===== config.mk =====
export PLATFORM = sky130hd
export DESIGN_NAME = timer_compare
export DESIGN_NICKNAME = d
export VERILOG_FILES = /design/src/rtl/timer_compare.sv
export SDC_FILE = /design/constraint.sdc
export NUM_CORES = 1
export LEC_CHECK = 0
export ABC_AREA = 1
export CAP_MARGIN = 30
export CORE_ASPECT_RATIO = 0.6
export CORE_MARGIN = 4
export CORE_UTILIZATION = 55
export DETAILED_ROUTE_END_ITERATION = 8
export GPL_TIMING_DRIVEN = 0
export HOLD_SLACK_MARGIN = 0.08
export PLACE_DENSITY = 0.74
export SYNTH_ARGS = -nofsm -noshare
export SYNTH_HDL_FRONTEND = slang
export SYNTH_SLANG_ARGS = --single-unit

===== constraint.sdc =====
create_clock -name Clk -period 2 [get_ports Clk]
set_input_delay 0.4 -clock Clk [delete_from_list [all_inputs] [get_ports Clk]]
set_output_delay 0.4 -clock Clk [all_outputs]
set_load 0.02 [all_outputs]

===== src/rtl/timer_compare.sv =====
// 64-bit compare timer: compares the upstream free-running Count against a
// software-programmed compare value, raises a sticky pending flag on match,
// and optionally re-arms itself by adding a period (periodic mode).
// Register file is 8 x 32-bit words; 64-bit values are written low-then-high
// through staging registers and read coherently through a snapshot.
module timer_compare (
    input  logic        Clk,
    input  logic        Rst,
    input  logic [63:0] Count,
    input  logic        WrEn,
    input  logic        RdEn,
    input  logic [2:0]  Addr,
    input  logic [31:0] WrData,
    output logic [31:0] RdData,
    output logic        Irq
);

    localparam logic [2:0] A_CMP_LO = 3'd0;
    localparam logic [2:0] A_CMP_HI = 3'd1;
    localparam logic [2:0] A_CTRL   = 3'd2;
    localparam logic [2:0] A_STATUS = 3'd3;
    localparam logic [2:0] A_CNT_LO = 3'd4;
    localparam logic [2:0] A_CNT_HI = 3'd5;
    localparam logic [2:0] A_PER_LO = 3'd6;
    localparam logic [2:0] A_PER_HI = 3'd7;

    typedef enum logic [1:0] {
        ST_IDLE  = 2'b00,
        ST_ARMED = 2'b01,
        ST_FIRED = 2'b10
    } state_t;

    state_t      state_q,     state_d;
    logic [63:0] cmp_q,       cmp_d;
    logic [63:0] per_q,       per_d;
    logic [31:0] cmp_stage_q, cmp_stage_d;
    logic [31:0] per_stage_q, per_stage_d;
    logic [31:0] snap_q,      snap_d;
    logic        en_q,        en_d;
    logic        periodic_q,  periodic_d;
    logic        ie_q,        ie_d;
    logic        pending_q,   pending_d;
    logic [31:0] rd_data_q,   rd_data_d;
    logic        irq_q,       irq_d;

    logic wr_cmp_lo_s;
    logic wr_cmp_hi_s;
    logic wr_ctrl_s;
    logic wr_status_s;
    logic wr_per_lo_s;
    logic wr_per_hi_s;
    logic disable_s;
    logic match_s;
    logic fire_s;

    // Write strobes per register; a CTRL write with en=0 kills any same-edge match.
    always_comb begin
        wr_cmp_lo_s = WrEn && (Addr == A_CMP_LO);
        wr_cmp_hi_s = WrEn && (Addr == A_CMP_HI);
        wr_ctrl_s   = WrEn && (Addr == A_CTRL);
        wr_status_s = WrEn && (Addr == A_STATUS);
        wr_per_lo_s = WrEn && (Addr == A_PER_LO);
        wr_per_hi_s = WrEn && (Addr == A_PER_HI);
        disable_s   = wr_ctrl_s && !WrData[0];
        match_s     = (state_q == ST_ARMED) && (Count >= cmp_q);
        fire_s      = match_s && !disable_s;
    end

    // Next-state logic for the timer FSM, compare/period registers and flags.
    always_comb begin
        state_d     = state_q;
        cmp_d       = cmp_q;
        per_d       = per_q;
        cmp_stage_d = cmp_stage_q;
        per_stage_d = per_stage_q;
        en_d        = en_q;
        periodic_d  = periodic_q;
        ie_d        = ie_q;
        pending_d   = pending_q;

        if (wr_ctrl_s) begin
            en_d       = WrData[0];
            periodic_d = WrData[1];
            ie_d       = WrData[2];
        end else begin
            en_d = en_q;
        end

        if (wr_cmp_lo_s) begin
            cmp_stage_d = WrData;
        end else begin
            cmp_stage_d = cmp_stage_q;
        end

        if (wr_per_lo_s) begin
            per_stage_d = WrData;
        end else begin
            per_stage_d = per_stage_q;
        end

        if (wr_per_hi_s) begin
            per_d = {WrData, per_stage_q};
        end else begin
            per_d = per_q;
        end

        // Clear first so that a same-edge match below wins.
        if (wr_status_s && WrData[0]) begin
            pending_d = 1'b0;
        end else begin
            pending_d = pending_q;
        end

        case (state_q)
            ST_IDLE: begin
                if (wr_ctrl_s && WrData[0]) begin
                    state_d = ST_ARMED;
                end else begin
                    state_d = ST_IDLE;
                end
            end
            ST_ARMED: begin
                if (fire_s) begin
                    pending_d = 1'b1;
                    if (periodic_q && (per_q != 64'd0)) begin
                        cmp_d   = cmp_q + per_q;
                        state_d = ST_ARMED;
                    end else begin
                        state_d = ST_FIRED;
                    end
                end else begin
                    state_d = ST_ARMED;
                end
            end
            ST_FIRED: begin
                state_d = ST_FIRED;
            end
            default: begin
                state_d = ST_IDLE;
            end
        endcase

        // A committed compare value overrides any periodic increment and re-arms.
        if (wr_cmp_hi_s) begin
            cmp_d = {WrData, cmp_stage_q};
            if ((state_q != ST_IDLE) && en_q) begin
                state_d = ST_ARMED;
            end else begin
                state_d = state_d;
            end
        end else begin
            cmp_d = cmp_d;
        end

        if (disable_s) begin
            state_d = ST_IDLE;
        end else begin
            state_d = state_d;
        end
    end

    // Read mux and coherent-count snapshot; RdData holds when no read is issued.
    always_comb begin
        rd_data_d = rd_data_q;
        snap_d    = snap_q;
        if (RdEn) begin
            case (Addr)
                A_CMP_LO: rd_data_d = cmp_q[31:0];
                A_CMP_HI: rd_data_d = cmp_q[63:32];
                A_CTRL:   rd_data_d = {29'd0, ie_q, periodic_q, en_q};
                A_STATUS: rd_data_d = {28'd0, state_q, 1'b0, pending_q};
                A_CNT_LO: begin
                    rd_data_d = Count[31:0];
                    snap_d    = Count[63:32];
                end
                A_CNT_HI: rd_data_d = snap_q;
                A_PER_LO: rd_data_d = per_q[31:0];
                A_PER_HI: rd_data_d = per_q[63:32];
                default:  rd_data_d = 32'd0;
            endcase
        end else begin
            rd_data_d = rd_data_q;
        end
        irq_d = pending_d && ie_d;
    end

    // State register with synchronous reset that overrides all other activity.
    always_ff @(posedge Clk) begin
        if (Rst) begin
            state_q     <= ST_IDLE;
            cmp_q       <= 64'd0;
            per_q       <= 64'd0;
            cmp_stage_q <= 32'd0;
            per_stage_q <= 32'd0;
            snap_q      <= 32'd0;
            en_q        <= 1'b0;
            periodic_q  <= 1'b0;
            ie_q        <= 1'b0;
            pending_q   <= 1'b0;
            rd_data_q   <= 32'd0;
            irq_q       <= 1'b0;
        end else begin
            state_q     <= state_d;
            cmp_q       <= cmp_d;
            per_q       <= per_d;
            cmp_stage_q <= cmp_stage_d;
            per_stage_q <= per_stage_d;
            snap_q      <= snap_d;
            en_q        <= en_d;
            periodic_q  <= periodic_d;
            ie_q        <= ie_d;
            pending_q   <= pending_d;
            rd_data_q   <= rd_data_d;
            irq_q       <= irq_d;
        end
    end

    assign RdData = rd_data_q;
    assign Irq    = irq_q;

endmodule


==> results.py, run 1 <==
metrics = {
    "logic_synthesis": {
        "syn_area_per_cell_um2": 6.09,
        "ys_warn_count": 0,
        "syn_nets": 3416,
        "synth_top_area_share_pct": 27.2,
        "synth-main-ff-cell": "dfxtp_1",
        "ys_seq_area_share_pct": 27.2,
        "synth_area_um2": 19400,
        "ys_async_sr_fraction_pct": 0,
        "yosysTopAreaCell": "dfxtp_1",
        "synth-seq-cells": 263,
        "syn_inst": 3185,
        "synth_cell_types": 47,
        "synthTopCellsByArea": "dfxtp_1 27%, nand2_1 19%, inv_1 11%, ha_1 8.2%, a21oi_1 7.6%",
        "synth_edf_count": 0,
    },
    "global_routing": {
        "track_usage_pct": 44.5,
        "antenna_found_initial": 2,
        "grt_overflow": 0,
        "grt_pass1_vias": 21207,
        "grt_pass1_wl_um": 130000,
        "grt_max_degree": 16,
    },
    "final_layout": {
        "drive_gt1_share_pct": 19.6,
        "mostFrequentLayoutCells": "907 x nand2_1, 529 x inv_1, 243 x a21oi_1, 192 x dfxtp_1, 173 x o21ai_0",
        "layout_commonest_cell": "nand2_1",
        "final_nets": 3652,
        "syn2layout_area_growth_pct": 30.4,
        "stdcell_count": 3895,
    },
    "outcome": {
        "violations": "negative setup slack",
        "status": "finished with violations",
    },
    "clocking": {
        "cts_tree": "yes",
        "cts_buffers": 25,
        "cts_root_buffer": "clkbuf_16",
        "clock_path_buffers": 3,
        "holdBufCountCts": 0,
        "clkSlewWorstSetupHoldPaths_ns": 0.07,
        "worstSkewPairLatency_ns": 0.56,
        "cts.sinks": 263,
        "htreeDepth": 1,
    },
    "detailed_routing": {
        "first_pass_iters": 6,
        "drt-total-wl_um": 95600,
        "drc": 0,
        "post_drt_wl_per_cell_um": 24.5,
        "drtIter0Drc": 4132,
        "vias": 24275,
        "viasPerCell": 6.23,
        "postRouteAntennaNets": 0,
    },
    "timing": {
        "layout_setup_ws_ns": -0.732,
        "setup_viol": 91,
        "max_slew_margin_pct": 24.8,
        "fmax_mhz": 366,
        "worst_pin_slew_ns": 1.13,
        "hold_ws_ns": 0.391,
        "hold_violations": 0,
        "post-route-period-util_pct": 137,
        "skew_ns": 0.0154,
        "maxSlewViolCount": 0,
        "fin_crit_ns": 2.73,
        "rsz0062_at_grt": "yes",
    },
    "floorplan": {
        "rows": 52,
        "start_util_pct": 56.7,
        "ioPinCount": 136,
        "core_um2": 34200,
        "fp.dieArea_um2": 38400,
        "die_w_um": 250,
        "die_y_um": 153,
    },
    "placement": {
        "place_congestion": 1.13,
        "io_buffers": 132,
        "dp_hpwl_um": 72500,
        "placedCellCount": 3777,
    },
    "power": {
        "power_density_nw_per_um2": 495,
        "power.leakage_uw": 0.0108,
        "ir_drop_mv": 0.585,
    },
    "worst_setup_path": {
        "start_kind": "flop",
        "crit_type": "flop to flop",
        "cp_data_arrival_time_ns": 3.12,
        "required_ns": 2.38,
        "end_kind": "flop",
        "cp_max_fo": 5,
    },
    "flow_run": {
        "cap_violations": 0,
    },
    "min_path": {
        "hp-class": "input pin to flop",
    },
}
-- per-layer routing --
metal | up-vias | wire [um] | global-route usage [%]
met5 | - | 0 | 0
met2 | 2161 | 35200 | 59.0
met3 | 444 | 18000 | 20.0
met1 | 11069 | 36700 | 62.9
met4 | 0 | 5730 | 16.3
li1 | 10601 | - | -
-- logic make-up after synthesis --
group | count (synthesis) | share of synthesized area [%]
buf+inv | 684 | 13.8
fa+ha+maj | 128 | 8.30
compound gates | 585 | 16.7
xor+xnor | 30 | 1.36
flops | 263 | 27.2
simple gates | 1495 | 32.7
-- worst max-delay path: stages, from the launching register on --
cell and delay (ns):
dfxtp_1 0.39, inv_1 0.14, nand4_1 0.10, nor3_1 0.39, nand3_1 0.31, nor2_1 0.18
a21oi_1 0.19, nand3_4 0.21, nand2_8 0.10, buf_12 0.16, buf_12 0.12, buf_12 0.14
nand2_1 0.07, a21oi_2 0.05
-- sequential cells by signal, indices dropped and copies added, names as in the netlist, 2 cells and up --
signal,count
RdData,32
cmp_q,64
cmp_stage_q,32
per_q,64
per_stage_q,32
snap_q,32
state_q,2
-- report_power, final --
| group | switching [uW] | total [uW] | internal [uW] |
|---|---|---|---|
| combinational | 1230 | 1940 | 705 |
| sequential | 122 | 5440 | 5310 |
| clock | 2320 | 5140 | 2820 |
-- cells in the mapped netlist, types with 30 or more instances --
cell type,number
inv_1,552
ha_1,127
nand3_2,51
clkbuf_1,96
a21oi_1,293
o22ai_1,35
nor2_1,200
nand2_1,1000
dfxtp_1,263
nand3_1,166
a21oi_2,30
o21ai_0,182
-- worst paths after layout --
| check | startpoint | to | slack, ns | cells past startpoint |
|---|---|---|---|---|
| max | per_q[28] | cmp_q[36] | -0.73 | 13 |
| min | WrEn | per_stage_q[0] | 0.39 | 4 |
| max reg2reg | per_q[28] | cmp_q[36] | -0.73 | 13 |
| min reg2reg | cmp_stage_q[6] | cmp_stage_q[6] | 0.45 | 2 |
-- what timing repair did --
item / CTS / global route
pin swaps: 35 / 59
endpoints found under the setup margin: 254 / 229
cloned: 7 / 5
buffers inserted: 36 / 32
gates resized for setup: 346 / 317
-- stage by stage --
| stage | power, uW | area, um^2 | utilization (%) | worst slack (ns) | setup TNS (ns) |
|---|---|---|---|---|---|
| after floorplan | 6360 | 19500 | - | -0.00381 | -0.0776 |
| after global placement | 7060 | 21400 | 62.4 | -1.26 | -217.64 |
| after detailed placement | 7110 | 21400 | 62.5 | -1.28 | -223.94 |
| after CTS | 12100 | 23800 | 69.6 | -0.557 | -31.46 |
| after global routing | 12700 | 25300 | 73.9 | -0.689 | -43.50 |
| final | 12500 | 25300 | 73.9 | -0.732 | -43.14 |
-- final cells by class --
class	instances	area, um^2
inverters	559	2120
clock buffers	30	684
plain buffers	123	703
multi-input cells	2238	13300
repair buffers	211	2270
clock inverters	11	140
fillers	2698	8950
well taps	459	574
diodes	1	2.50
flip-flops and latches	263	5450
Note: power is estimated with default switching activity, not from simulation.
==> run 2: changes to the inputs <==
--- a/config.mk
+++ b/config.mk
@@ -11,9 +11,10 @@
 export CORE_MARGIN = 4
 export CORE_UTILIZATION = 55
 export DETAILED_ROUTE_END_ITERATION = 8
+export DONT_BUFFER_PORTS = 1
 export GPL_TIMING_DRIVEN = 0
 export HOLD_SLACK_MARGIN = 0.08
-export PLACE_DENSITY = 0.74
+export PLACE_DENSITY = 0.66
 export SYNTH_ARGS = -nofsm -noshare
 export SYNTH_HDL_FRONTEND = slang
 export SYNTH_SLANG_ARGS = --single-unit
==> constraint.sdc (replaced) <==
create_clock -name Clk -period 3.18 [get_ports Clk]
set_input_delay 0.477 -clock Clk [delete_from_list [all_inputs] [get_ports Clk]]
set_output_delay 0.477 -clock Clk [all_outputs]
set_load 0.02 [all_outputs]
==> results.py, run 2 (synthesized netlist as in run 1, its figures left out) <==
metrics = {
    "final_layout": {
        "mostFrequentLayoutCells": "993 x nand2_1, 552 x inv_1, 293 x a21oi_1, 262 x dfxtp_1, 197 x nor2_1",
        "largestRegisters": "cmp_q: 64 flops, per_q: 64 flops",
        "drive_gt1_share_pct": 5.46,
        "layout_commonest_cell": "nand2_1",
        "final_nets": 3456,
        "seq_area_um2": 5270,
        "nFillCells": 3352,
        "syn2layout_area_growth_pct": 8.62,
        "n_antenna_cell": 0,
        "stdcell_count": 3703,
        "multiInputGateArea_um2": 11500,
        "final_cell_area_um2": 21100,
    },
    "timing": {
        "fmax_mhz": 309,
        "setup_viol": 3,
        "max_slew_margin_pct": 28.7,
        "hold_violations": 0,
        "layout_setup_ws_ns": -0.0559,
        "post-route-period-util_pct": 102,
        "worst_pin_slew_ns": 1.07,
        "maxSlewViolCount": 0,
        "setup_tns_ns": -0.111,
        "skew_ns": 0.0245,
        "fin_crit_ns": 3.24,
    },
    "global_routing": {
        "grt_max_degree": 15,
        "use_met2_pct": 56.1,
        "grt_pass1_vias": 19670,
        "groute.layer.met1.usage_pct": 62.6,
        "busiest_layer": "met1",
        "use_met3_pct": 17.5,
        "track_usage_pct": 42.9,
        "antenna_found_initial": 1,
        "grt_overflow": 0,
        "grt_pass1_wl_um": 125000,
    },
    "flow_run": {
        "cap_violations": 0,
    },
    "min_path": {
        "hp-class": "input pin to flop",
    },
    "power": {
        "power_uw": 7760,
        "ir_drop_mv": 0.412,
        "power.leakage_uw": 0.00939,
        "power_density_nw_per_um2": 369,
    },
    "outcome": {
        "status": "finished with violations",
        "violations": "negative setup slack",
    },
    "detailed_routing": {
        "drc": 0,
        "vias": 22397,
        "drt-total-wl_um": 87400,
        "viasPerCell": 6.05,
        "drtIter0Drc": 3522,
        "postRouteAntennaNets": 0,
        "post_drt_wl_per_cell_um": 23.6,
        "first_pass_iters": 6,
    },
    "clocking": {
        "cts.sinks": 263,
        "cts_tree": "yes",
        "postCtsSetupBuffers": 0,
        "clkSlewWorstSetupHoldPaths_ns": 0.07,
        "cts_buffers": 27,
        "htreeDepth": 1,
        "worstSkewPairLatency_ns": 0.58,
        "cts_root_buffer": "clkbuf_16",
        "clock_path_buffers": 3,
    },
    "floorplan": {
        "start_util_pct": 56.7,
        "core_um2": 34200,
        "die_y_um": 153,
        "fp.dieArea_um2": 38400,
        "rows": 52,
        "die_w_um": 250,
        "ioPinCount": 136,
    },
    "worst_setup_path": {
        "required_ns": 3.67,
        "start_kind": "flop",
        "end_kind": "flop",
        "cp_data_arrival_time_ns": 3.73,
        "cp_max_fo": 4,
        "crit_type": "flop to flop",
    },
    "placement": {
        "place_congestion": 1.12,
        "dp_hpwl_um": 72200,
        "io_buffers": 0,
        "place_area_um2": 20000,
        "place_ws_ns": -0.183,
        "placedCellCount": 3645,
    },
}
[run 2: per-stage QoR]
step	util (%)	hold WS (ns)
floorplan	-	0.424
global placement	58.3	0.435
detailed placement	58.4	0.437
CTS	61.4	0.0803
global route	61.5	0.0905
finish	61.5	0.0838
[run 2: final cells by class]
cell class                 count  area share, %
multi-input combinational   2238           54.6
sequential                   263           25.0
tap                          459           2.73
timing repair buffer          11          0.547
clock inverter                14          0.897
clock buffer                  34           3.52
inverter                     559           9.96
buffer                       125           2.79
[run 2: where the power goes]
group | internal, uW | leakage [uW] | total, uW | switching, uW
Clock | 1980 | 0.000450 | 3490 | 1510
Combinational | 238 | 0.00681 | 813 | 575
Sequential | 3370 | 0.00213 | 3460 | 84.3
Total | 5590 | 0.00939 | 7760 | 2170
[run 2: worst paths after layout]
kind	end	start	cells after the start	slack, ns
max	cmp_q[60]	cmp_q[29]	12	-0.06
min	per_stage_q[10]	WrData[10]	2	0.08
max reg2reg	cmp_q[60]	cmp_q[29]	12	-0.06
min reg2reg	cmp_stage_q[10]	cmp_stage_q[10]	2	0.45
[run 2: critical path, cell delays in order, from the launching register on]
cell	delay [ns]
dfxtp_1	0.38
ha_1	0.40
nand2_1	0.19
nor2_1	0.58
nand2_1	0.27
nor2_1	0.55
and2_1	0.22
nand2_1	0.07
nand3_1	0.09
nand3_1	0.10
nand2_1	0.11
nand2_1	0.06
a21oi_2	0.12
[run 2: routing by layer]
layer  vias to the layer above  part of all wire [%]
met2                      1660                    37
met1                     10318                    42
met3                       231                    17
met4                         4                   4.3
met5                         -                  0.17
li1                      10184                     -
[run 2: what timing repair did]
item / CTS / global route
resized for setup: 1 / 16
pin swaps: 0 / 0
endpoints found under the setup margin: 1 / 60
hold buffers: 10 / 0
hold endpoints to repair: 12 / 0
